[src/rtl/cpu_core_pkg.sv]
// Shared widths, fetch-state encoding and address helpers for the cpu_core fetch path.
package cpu_core_pkg;

  localparam int unsigned INSTR_W = 32;
  localparam int unsigned ADDR_W  = 32;
  localparam int unsigned PC_STEP = 4;
  localparam int unsigned ENTRY_W = ADDR_W + INSTR_W;

  typedef enum logic {
    FETCH = 1'b0,
    DRAIN = 1'b1
  } fetch_state_e;

  function automatic logic [ADDR_W-1:0] word_align(input logic [ADDR_W-1:0] addr);
    return {addr[ADDR_W-1:2], 2'b00};
  endfunction

endpackage

[src/rtl/fetch_fifo.sv]
// Synchronous prefetch FIFO with a synchronous flush; the head reads as zero while empty.
module fetch_fifo
  import cpu_core_pkg::*;
#(
  parameter int unsigned WIDTH = ENTRY_W,
  parameter int unsigned DEPTH = 2,
  localparam int unsigned PTR_W = (DEPTH > 1) ? $clog2(DEPTH) : 1
) (
  input  logic             CLK,
  input  logic             RESET,
  input  logic             flush_i,
  input  logic             push_i,
  input  logic [WIDTH-1:0] push_data_i,
  input  logic             pop_i,
  output logic [WIDTH-1:0] head_o,
  output logic             head_valid_o,
  output logic [PTR_W:0]   count_o
);

  localparam logic [PTR_W:0] FULL_COUNT = (PTR_W + 1)'(DEPTH);

  logic [WIDTH-1:0] mem_q [DEPTH];
  logic [PTR_W-1:0] wr_ptr_q;
  logic [PTR_W-1:0] rd_ptr_q;
  logic [PTR_W:0]   count_q;
  logic             do_push;
  logic             do_pop;

  always_comb begin
    do_push = push_i && (count_q != FULL_COUNT);
    do_pop  = pop_i && (count_q != '0);
  end

  always_ff @(posedge CLK or posedge RESET) begin
    if (RESET) begin
      wr_ptr_q <= '0;
      rd_ptr_q <= '0;
      count_q  <= '0;
    end else if (flush_i) begin
      wr_ptr_q <= '0;
      rd_ptr_q <= '0;
      count_q  <= '0;
    end else begin
      if (do_push) wr_ptr_q <= wr_ptr_q + 1'b1;
      if (do_pop)  rd_ptr_q <= rd_ptr_q + 1'b1;
      case ({do_push, do_pop})
        2'b10:   count_q <= count_q + 1'b1;
        2'b01:   count_q <= count_q - 1'b1;
        default: count_q <= count_q;
      endcase
    end
  end

  // Storage carries no reset; the empty-gated head keeps stale entries invisible.
  always_ff @(posedge CLK) begin
    if (do_push && !flush_i) mem_q[wr_ptr_q] <= push_data_i;
  end

  always_comb begin
    head_valid_o = (count_q != '0);
    head_o       = head_valid_o ? mem_q[rd_ptr_q] : '0;
    count_o      = count_q;
  end

endmodule

[src/rtl/instr_fetch_unit.sv]
// Instruction fetch: owns the PC, issues word reads, buffers words and handles redirects.
module instr_fetch_unit
  import cpu_core_pkg::*;
#(
  parameter logic [31:0] RESET_PC   = 32'h0000_0000,
  parameter int unsigned FIFO_DEPTH = 2
) (
  input  logic        CLK,
  input  logic        RESET,
  output logic [31:0] IMEM_ADDRESS,
  output logic        IMEM_READ,
  input  logic [31:0] IMEM_READDATA,
  input  logic        IMEM_BUSYWAIT,
  input  logic        REDIRECT_VALID,
  input  logic [31:0] REDIRECT_PC,
  output logic        INSTR_VALID,
  output logic [31:0] INSTR,
  output logic [31:0] INSTR_PC,
  input  logic        INSTR_READY
);

  localparam int unsigned CNT_W = ((FIFO_DEPTH > 1) ? $clog2(FIFO_DEPTH) : 1) + 1;
  localparam logic [CNT_W-1:0] FULL_COUNT = CNT_W'(FIFO_DEPTH);

  fetch_state_e      state_q;
  logic [ADDR_W-1:0] fetch_pc_q;
  logic [ADDR_W-1:0] pending_pc_q;
  logic              run_q;

  logic [ADDR_W-1:0]  redirect_target;
  logic               imem_read;
  logic               accept;
  logic               fifo_flush;
  logic               fifo_push;
  logic               fifo_pop;
  logic [ENTRY_W-1:0] fifo_head;
  logic               fifo_head_valid;
  logic [CNT_W-1:0]   fifo_count;

  // run_q keeps the read request low while reset is held and comes up one edge
  // after release, so IMEM_READ stays a function of registered state only.
  always_comb begin
    redirect_target = word_align(REDIRECT_PC);
    imem_read       = run_q && ((state_q == DRAIN) ||
                                ((state_q == FETCH) && (fifo_count != FULL_COUNT)));
    accept          = imem_read && !IMEM_BUSYWAIT;
    fifo_flush      = REDIRECT_VALID;
    fifo_push       = (state_q == FETCH) && accept && !REDIRECT_VALID;
    fifo_pop        = (state_q == FETCH) && fifo_head_valid && INSTR_READY && !REDIRECT_VALID;
  end

  always_ff @(posedge CLK or posedge RESET) begin
    if (RESET) begin
      state_q      <= FETCH;
      fetch_pc_q   <= RESET_PC;
      pending_pc_q <= '0;
      run_q        <= 1'b0;
    end else begin
      run_q <= 1'b1;
      case (state_q)
        FETCH: begin
          if (REDIRECT_VALID) begin
            // A stalled read must keep its address, so park the target until it completes.
            if (imem_read && IMEM_BUSYWAIT) begin
              pending_pc_q <= redirect_target;
              state_q      <= DRAIN;
            end else begin
              fetch_pc_q <= redirect_target;
            end
          end else if (accept) begin
            fetch_pc_q <= fetch_pc_q + ADDR_W'(PC_STEP);
          end
        end
        DRAIN: begin
          if (!IMEM_BUSYWAIT) begin
            fetch_pc_q <= REDIRECT_VALID ? redirect_target : pending_pc_q;
            state_q    <= FETCH;
          end else if (REDIRECT_VALID) begin
            pending_pc_q <= redirect_target;
          end
        end
        default: state_q <= FETCH;
      endcase
    end
  end

  fetch_fifo #(
    .WIDTH (ENTRY_W),
    .DEPTH (FIFO_DEPTH)
  ) u_fifo (
    .CLK          (CLK),
    .RESET        (RESET),
    .flush_i      (fifo_flush),
    .push_i       (fifo_push),
    .push_data_i  ({fetch_pc_q, IMEM_READDATA}),
    .pop_i        (fifo_pop),
    .head_o       (fifo_head),
    .head_valid_o (fifo_head_valid),
    .count_o      (fifo_count)
  );

  always_comb begin
    IMEM_ADDRESS = fetch_pc_q;
    IMEM_READ    = imem_read;
    INSTR_VALID  = (state_q == FETCH) && fifo_head_valid;
    INSTR        = INSTR_VALID ? fifo_head[INSTR_W-1:0] : '0;
    INSTR_PC     = INSTR_VALID ? fifo_head[ENTRY_W-1:INSTR_W] : '0;
  end

endmodule

[config.mk]
export PLATFORM = sky130hd
export DESIGN_NAME = instr_fetch_unit
export DESIGN_NICKNAME = d
export VERILOG_FILES = /design/src/rtl/cpu_core_pkg.sv /design/src/rtl/fetch_fifo.sv /design/src/rtl/instr_fetch_unit.sv
export SDC_FILE = /design/constraint.sdc
export NUM_CORES = 1
export LEC_CHECK = 0
export ABC_AREA = 1
export CAP_MARGIN = 20
export CORE_MARGIN = 3
export CORE_UTILIZATION = 40
export CTS_CLUSTER_SIZE = 10
export DETAILED_ROUTE_END_ITERATION = 8
export PLACE_DENSITY = 0.69
export RECOVER_POWER = 50
export SYNTH_ARGS = -nofsm -noshare
export SYNTH_HDL_FRONTEND = slang
export SYNTH_SLANG_ARGS = --single-unit
[constraint.sdc]
create_clock -name CLK -period 6.9 [get_ports CLK]
set_input_delay 0.69 -clock CLK [delete_from_list [all_inputs] [get_ports CLK]]
set_output_delay 0.69 -clock CLK [all_outputs]
set_load 0.1 [all_outputs]
==> summary.md, run 1 <==
| Metric | Value |
|---|---|
| Worst clock skew | 0.0154 ns |
| Resize count post-CTS | 0 |
| Worst-case setup slack after placement | 3.19 ns |
| Peak supply drop | 0.000236 V |
| Number of antenna violations at the first check in global routing | 2 |
| Wire per inst | 14.9 um |
| Number of nets at the end of the flow | 1251 |
| Final Max Slew Viols | 122 |
| Clock edge transition at the registers on the reported setup and hold paths | 0.07 ns |
| Post-synthesis sequential element count | 198 |
| Distinct cells, synth | 31 |
| Leakage dissipation | 0.00528 uW |
| Antenna viol nets, final | 0 |
| Setup total negative slack | 0 ns |
| Pin slew with the least headroom to its limit | 3.78 ns |
| Cell at the root of the clock tree | sky130_fd_sc_hd__clkbuf_16 |
| Number of buffers inserted by port buffering | 164 |
| Violated checks | max-capacitance violations, max-slew violations |
| Final worst-path cycle share | 0.664 |
| Class of the worst hold path | register to register |
| Placer congestion estimate | 0.845 |
| Status | finished with violations |
| Total detailed-routing wirelength | 21900 um |
| Initial core utilization | 0.414 |
| Sequential-to-total area share from yosys stat | 0.611 |
| Pwr Total | 5160 uW |
| TritonCTS clock tree | yes |
| Die Area | 24800 um^2 |
| Critical path start-end classification | input pin to asynchronous set/reset pin |
| Number of filler cells placed in the layout | 2050 |
| Number of synthesized flops with an enable pin | 128 |
| Most common flop cell mapped by yosys | sky130_fd_sc_hd__edfxtp_1 |
| Skew-Pair Late Insertion Delay | 0.43 ns |
| Total GRT Usage | 0.180 |
| Placed wire-length estimate after detailed placement | 14400 um |
| Syn_nets | 1102 |
| Required time reported for the critical path endpoint | 6.26 ns |
| Kind of launch point of the worst setup path | input pin |
| Share of async-settable or async-resettable flops after synthesis | 0.354 |
| NetSw | 2580 uW |
| Number of global-route vias before repair | 6642 |
| Post-route setup slack | 2.32 ns |
| Total of max-cap violations | 2 |
| Synthesis warning total | 0 |
| Number of placement rows | 54 |
| Highest attainable clock frequency | 218 MHz |
| Core region area | 22200 um^2 |
| Category of the worst setup path capture point | asynchronous set/reset pin |
| Area of combinational cells with multiple inputs | 2890 um^2 |
| Storage cell area | 5600 um^2 |
| Share of final-layout standard cells stronger than drive strength 1 | 0.0536 |
| Number of setup buffers added after CTS | 0 |
| Filler-free cell count of the finished design | 1476 |
| Worst Path Arrival | 3.95 ns |
| Summed instance area of the synthesized netlist | 9170 um^2 |
| Power per unit of standard cell area | 443 nW/um^2 |
| Count of placed standard cells including taps | 1442 |
| Comb pwr share | 0.478 |
| Sinks on Clock Net | 198 |
| Share of total power in the clock network | 0.195 |
| Overall die height | 157 um |
| Via density per instance | 4.84 |
| Worst max-slew margin expressed relative to the limit | -1.52 |
| Crit path time final | 4.58 ns |
| Maximum number of pins on one net before global-route repair | 71 |
| First drt pass iteration count | 5 |
| CTS hold repair buffers | 0 |
| Share of the core filled with cells in the final layout | 0.525 |
| Starting DRC count in detailed routing | 534 |
| Via count | 7150 |
| First-pass GRT wire length | 35000 um |
| RSZ-0062 raised after global routing | no |
| Die boundary width | 157 um |
| Power share of the sequential group | 0.328 |
| Crit path max fanout | 70 |
| Congestion Overflow GR | 0 |
| Number of setup violations in the final report | 0 |
| Fraction of power spent switching nets | 0.499 |
| Avg Cell Area, Syn | 8.88 um^2 |
| Cell-internal power | 2580 uW |
| Post-route DRC | 0 |
| Instance count of the mapped netlist | 1032 |
| Final Hold Vio Count | 0 |
| Depth of the CTS H-tree | 4 |
| I/O pins | 167 |
| Synthesis-to-layout area growth | 27.0% |
| Inserted Clock Buffers | 17 |
| Maximum buffer depth of the clock tree | 2 |
[logic make-up (layout without fill, tap and decap cells)]
family,count (synthesis),after routing,synth area share
XOR/XNOR,6,6,0.00573
other,1,3,0.000409
AO/OA/AOI/OAI,92,92,0.0552
adder cells (fa/ha/maj),1,1,0.00136
multiplexers,11,11,0.0139
flip-flops,198,198,0.611
buffers and inverters,174,336,0.0754
AND/OR/NAND/NOR,549,549,0.238
[critical path, stage by stage]
cell and delay [ns]:
sky130_fd_sc_hd__dlygate4sd3_1 0.53, sky130_fd_sc_hd__clkinv_1 0.04, sky130_fd_sc_hd__clkbuf_1 2.64
[cell type report]
type	instances	area share
multi-input combinational	660	0.248
sequential	198	0.481
timing repair buffer	171	0.145
tap	280	0.0301
inverter	133	0.0429
antenna	2	0.000430
clock inverter	9	0.00613
clock buffer	23	0.0465
[power by group through the flow]
stage	clock network, uW	logic [uW]	registers, uW
detailed placement	0	2490	1720
global route	1070	2610	1720
global placement	0	2480	1710
CTS	1030	2490	1690
floorplan	0	1430	2140
finish	1000	2470	1690
[cells in the final DEF (no fill, tap or decap), types with 3 or more instances in the layout]
| master | n |
|---|---|
| sky130_fd_sc_hd__buf_4 | 6 |
| sky130_fd_sc_hd__nand3_1 | 49 |
| sky130_fd_sc_hd__a21oi_4 | 3 |
| sky130_fd_sc_hd__nor3_1 | 6 |
| sky130_fd_sc_hd__dlygate4sd3_1 | 35 |
| sky130_fd_sc_hd__mux2_2 | 10 |
| sky130_fd_sc_hd__edfxtp_1 | 128 |
| sky130_fd_sc_hd__xnor2_1 | 3 |
| sky130_fd_sc_hd__nor2_1 | 71 |
| sky130_fd_sc_hd__nand4_1 | 7 |
| sky130_fd_sc_hd__inv_2 | 5 |
| sky130_fd_sc_hd__a22oi_1 | 4 |
| sky130_fd_sc_hd__dfrtp_1 | 69 |
| sky130_fd_sc_hd__nor2_4 | 3 |
| sky130_fd_sc_hd__inv_6 | 5 |
| sky130_fd_sc_hd__o211ai_1 | 3 |
| sky130_fd_sc_hd__a21oi_1 | 20 |
| sky130_fd_sc_hd__clkbuf_8 | 3 |
| sky130_fd_sc_hd__clkdlybuf4s50_1 | 129 |
| sky130_fd_sc_hd__xor2_1 | 3 |
| sky130_fd_sc_hd__o21ai_0 | 58 |
| sky130_fd_sc_hd__clkbuf_16 | 20 |
| sky130_fd_sc_hd__nand2_1 | 409 |
| sky130_fd_sc_hd__inv_1 | 127 |
[through the flow]
stage | area, um^2 | hold WS (ns)
after floorplan | 9170 | 0.437
after global placement | 11000 | 0.450
after detailed placement | 11000 | 0.458
after CTS | 11700 | 0.483
after global routing | 11600 | 0.514
final | 11600 | 0.479
[synthesized netlist by cell type (5+ instances only)]
| cell type | number | share of area |
|---|---|---|
| sky130_fd_sc_hd__o21ai_0 | 58 | 0.032 |
| sky130_fd_sc_hd__nor3_1 | 6 | 0.0033 |
| sky130_fd_sc_hd__nor2_1 | 71 | 0.029 |
| sky130_fd_sc_hd__inv_2 | 5 | 0.0020 |
| sky130_fd_sc_hd__dfrtp_1 | 70 | 0.19 |
| sky130_fd_sc_hd__a21oi_1 | 21 | 0.011 |
| sky130_fd_sc_hd__nand2_1 | 408 | 0.17 |
| sky130_fd_sc_hd__clkbuf_1 | 18 | 0.0074 |
| sky130_fd_sc_hd__mux2_2 | 10 | 0.012 |
| sky130_fd_sc_hd__buf_2 | 15 | 0.0082 |
| sky130_fd_sc_hd__inv_1 | 128 | 0.052 |
| sky130_fd_sc_hd__edfxtp_1 | 128 | 0.42 |
| sky130_fd_sc_hd__nand4_1 | 7 | 0.0048 |
| sky130_fd_sc_hd__nand3_1 | 49 | 0.027 |
[registers in the layout, indices dropped and copies added, names as in the netlist]
name             flops
u_fifo.mem_q       128
u_fifo.rd_ptr_q      1
state_q              1
pending_pc_q        32
u_fifo.count_o       2
IMEM_ADDRESS        32
u_fifo.wr_ptr_q      1
run_q                1
[routing by layer]
layer | track usage | wire (um) | part of all wire
met5 | 0 | 10 | 0.00046
met4 | 0.0508 | 305 | 0.014
met3 | 0.0363 | 1280 | 0.058
met2 | 0.288 | 9910 | 0.45
met1 | 0.251 | 10400 | 0.48
[worst paths after layout]
path / cells past startpoint / to / from / slack, ns
setup / recovery: 3 / u_fifo.rd_ptr_q / RESET / 2.32
hold / removal: 2 / pending_pc_q[0] / pending_pc_q[0] / 0.48
setup reg to reg: 5 / u_fifo.mem_q[1][47] / state_q / 3.82
hold reg to reg: 2 / pending_pc_q[0] / pending_pc_q[0] / 0.48
max in group CLK: 5 / INSTR_PC[18] / state_q / 2.80
min in group asynchronous: 3 / pending_pc_q[6] / RESET / 2.16
Power figures use the tool's default switching activity.
==> inputs of run 2 (changes only) <==
--- a/config.mk
+++ b/config.mk
@@ -11,7 +11,7 @@
 export CORE_UTILIZATION = 40
 export CTS_CLUSTER_SIZE = 10
 export DETAILED_ROUTE_END_ITERATION = 8
-export PLACE_DENSITY = 0.69
+export PLACE_DENSITY = 0.71
 export RECOVER_POWER = 50
 export SYNTH_ARGS = -nofsm -noshare
 export SYNTH_HDL_FRONTEND = slang
==> constraint.sdc (replaced) <==
create_clock -name CLK -period 3.8 [get_ports CLK]
set_input_delay 0.38 -clock CLK [delete_from_list [all_inputs] [get_ports CLK]]
set_output_delay 0.38 -clock CLK [all_outputs]
set_load 0.1 [all_outputs]
==> run 2 against run 1 <==
- global-route usage is 0.14 points lower
- first-iteration DRC count is 8.1% lower
- worst setup slack worse by 1.5 ns
- the flow still finishes with violations (max-capacitance violations, max-slew violations)
- critical endpoint is now u_fifo.mem_q[1][31]
- critical path depth is 2 higher
==> summary.md, run 2 (synthesized netlist as in run 1, its figures left out) <==
| Metric | Value |
|---|---|
| Core region area | 22200 um^2 |
| Initial core utilization | 0.414 |
| Highest attainable clock frequency | 340 MHz |
| Wire per inst | 15.0 um |
| Number of diodes | 0 |
| Share of total power in the clock network | 0.191 |
| Pin slew with the least headroom to its limit | 1.75 ns |
| RSZ-0062 raised after global routing | no |
| Worst path max stage delay | 1.10 ns |
| Cell repeated most along the worst path | sky130_fd_sc_hd__nor2_1 |
| I/O pins | 167 |
| Comb pwr share | 0.476 |
| Worst-case setup slack after placement | 0.962 ns |
| Post-route DRC | 0 |
| Total of max-cap violations | 2 |
| Class of the worst hold path | register to register |
| Required time reported for the critical path endpoint | 3.91 ns |
| Number of setup violations in the final report | 0 |
| Commonest non-fill, non-tap cell in the layout | sky130_fd_sc_hd__nand2_1 |
| Final worst-path cycle share | 0.774 |
| Number of setup buffers added after CTS | 0 |
| Final Hold Vio Count | 0 |
| Cell at the root of the clock tree | sky130_fd_sc_hd__clkbuf_16 |
| TritonCTS clock tree | yes |
| Leakage dissipation | 0.00540 uW |
| Number of global-route vias before repair | 6669 |
| Crit path time final | 2.94 ns |
| Power per unit of standard cell area | 807 nW/um^2 |
| Total detailed-routing wirelength | 22200 um |
| Fraction of power spent switching nets | 0.506 |
| Worst clock skew | 0.00844 ns |
| Antenna viol nets, final | 0 |
| Number of antenna violations at the first check in global routing | 2 |
| Clock edge transition at the registers on the reported setup and hold paths | 0.07 ns |
| Number of buffers inserted by port buffering | 164 |
| Total routed wire length on the met1 layer | 10000 um |
| Skew-Pair Late Insertion Delay | 0.42 ns |
| Maximum buffer depth of the clock tree | 2 |
| Filler-free cell count of the finished design | 1480 |
| Power share of the sequential group | 0.333 |
| Starting DRC count in detailed routing | 491 |
| Setup total negative slack | 0 ns |
| Overall die height | 157 um |
| Maximum number of pins on one net before global-route repair | 71 |
| Crit path max-delay cell type | sky130_fd_sc_hd__nor2_1 |
| Via count | 7205 |
| Synthesis-to-layout area growth | 25.8% |
| Placed wire-length estimate after detailed placement | 14900 um |
| Worst Path Arrival | 3.06 ns |
| Inserted Clock Buffers | 17 |
| Post-route setup slack | 0.857 ns |
| Uppermost layer routed | met5 |
| Number of placement rows | 54 |
| Count of placed standard cells including taps | 1448 |
| Number of filler cells placed in the layout | 2032 |
| Placed standard-cell area | 11000 um^2 |
| Largest register FFs | 128 |
| Placer congestion estimate | 0.869 |
| Total GRT Usage | 0.179 |
| Cell-by-cell trace of the critical path | dlygate4sd3_1, nor2_1, nand3_1, nor2_1, buf_12 |
| First drt pass iteration count | 5 |
| Cell-internal power | 4590 uW |
| Kind of launch point of the worst setup path | input pin |
| Final Max Slew Viols | 122 |
| Depth of the CTS H-tree | 4 |
| First-pass GRT wire length | 34700 um |
| Register containing the most flip-flops in the final layout | u_fifo.mem_q |
| NetSw | 4710 uW |
| Peak supply drop | 0.000465 V |
| Resize count post-CTS | 0 |
| Routed met3 length | 1630 um |
| Category of the worst setup path capture point | register |
| Sinks on Clock Net | 198 |
| Post-Layout Inst Area | 11500 um^2 |
| Share of final-layout standard cells stronger than drive strength 1 | 0.108 |
| CTS hold repair buffers | 0 |
| Commonest cells after routing, fill and taps aside | 410 x sky130_fd_sc_hd__nand2_1, 128 x sky130_fd_sc_hd__inv_1, 128 x sky130_fd_sc_hd__edfxtp_1 |
| Met2 routed wirelength | 10300 um |
| Crit path max fanout | 34 |
| Violated checks | max-capacitance violations, max-slew violations |
| Via density per instance | 4.87 |
| Number of nets at the end of the flow | 1257 |
| Die Area | 24800 um^2 |
| Status | finished with violations |
| Congestion Overflow GR | 0 |
| Critical path start-end classification | input pin to register |
| Die boundary width | 157 um |
| Worst max-slew margin expressed relative to the limit | -0.168 |
[run 2: cell types whose count changed in the layout (fill, tap and decap cells not counted), sizes merged]
cell	previous run	this run
clkbuf	24	20
clkdlybuf4s50	129	66
clkinvlp	0	2
dlygate4sd3	35	34
bufinv	0	2
inv	137	136
clkinv	5	7
buf	6	75
diode	2	0
[run 2: layout make-up]
class                           count  area (um^2)  area share
Multi-Input combinational cell    660         2880       0.250
Tap cell                          280          350      0.0304
Timing Repair Buffer              177         1620       0.141
Sequential cell                   198         5600       0.485
Clock inverter                     14          149      0.0129
Inverter                          133          499      0.0433
Clock buffer                       18          429      0.0372
[run 2: stage by stage]
| stage | total power [uW] | util | hold slack, ns |
|---|---|---|---|
| 6_report | 9300 | 0.520 | 0.489 |
| 3_3_place_gp | 7550 | 0.496 | 0.451 |
| 2_1_floorplan | 6480 | - | 0.437 |
| 3_5_place_dp | 7600 | 0.496 | 0.473 |
| 5_1_grt | 9730 | 0.520 | 0.504 |
| 4_1_cts | 9390 | 0.522 | 0.352 |
[run 2: routing by layer]
metal / up-vias / track usage
met5: - / 0
met4: 4 / 0.0421
met3: 18 / 0.0465
met2: 262 / 0.286
met1: 3347 / 0.246
li1: 3574 / -
[run 2: final timing paths]
check	startpoint	end	slack, ns	depth (start not counted)
max in group asynchronous	RESET	u_fifo.rd_ptr_q	1.64	3
min in group asynchronous	RESET	IMEM_ADDRESS[2]	1.02	3
max reg2reg	state_q	u_fifo.mem_q[1][31]	1.07	5
min	pending_pc_q[25]	pending_pc_q[25]	0.49	2
min reg2reg	pending_pc_q[25]	pending_pc_q[25]	0.49	2
max	REDIRECT_VALID	u_fifo.mem_q[1][31]	0.86	5
[run 2: critical path: cells and delay by family]
kind,cells,cell delay [ns]
buf+inv,2,1.14
simple gates,3,1.51
[run 2: power groups by stage]
stage          clock network (uW)  registers, uW  logic (uW)
2_1_floorplan                   0           3890        2600
3_3_place_gp                    0           3110        4440
3_5_place_dp                    0           3140        4470
4_1_cts                      1820           3090        4480
5_1_grt                      1910           3140        4680
6_report                     1770           3100        4430
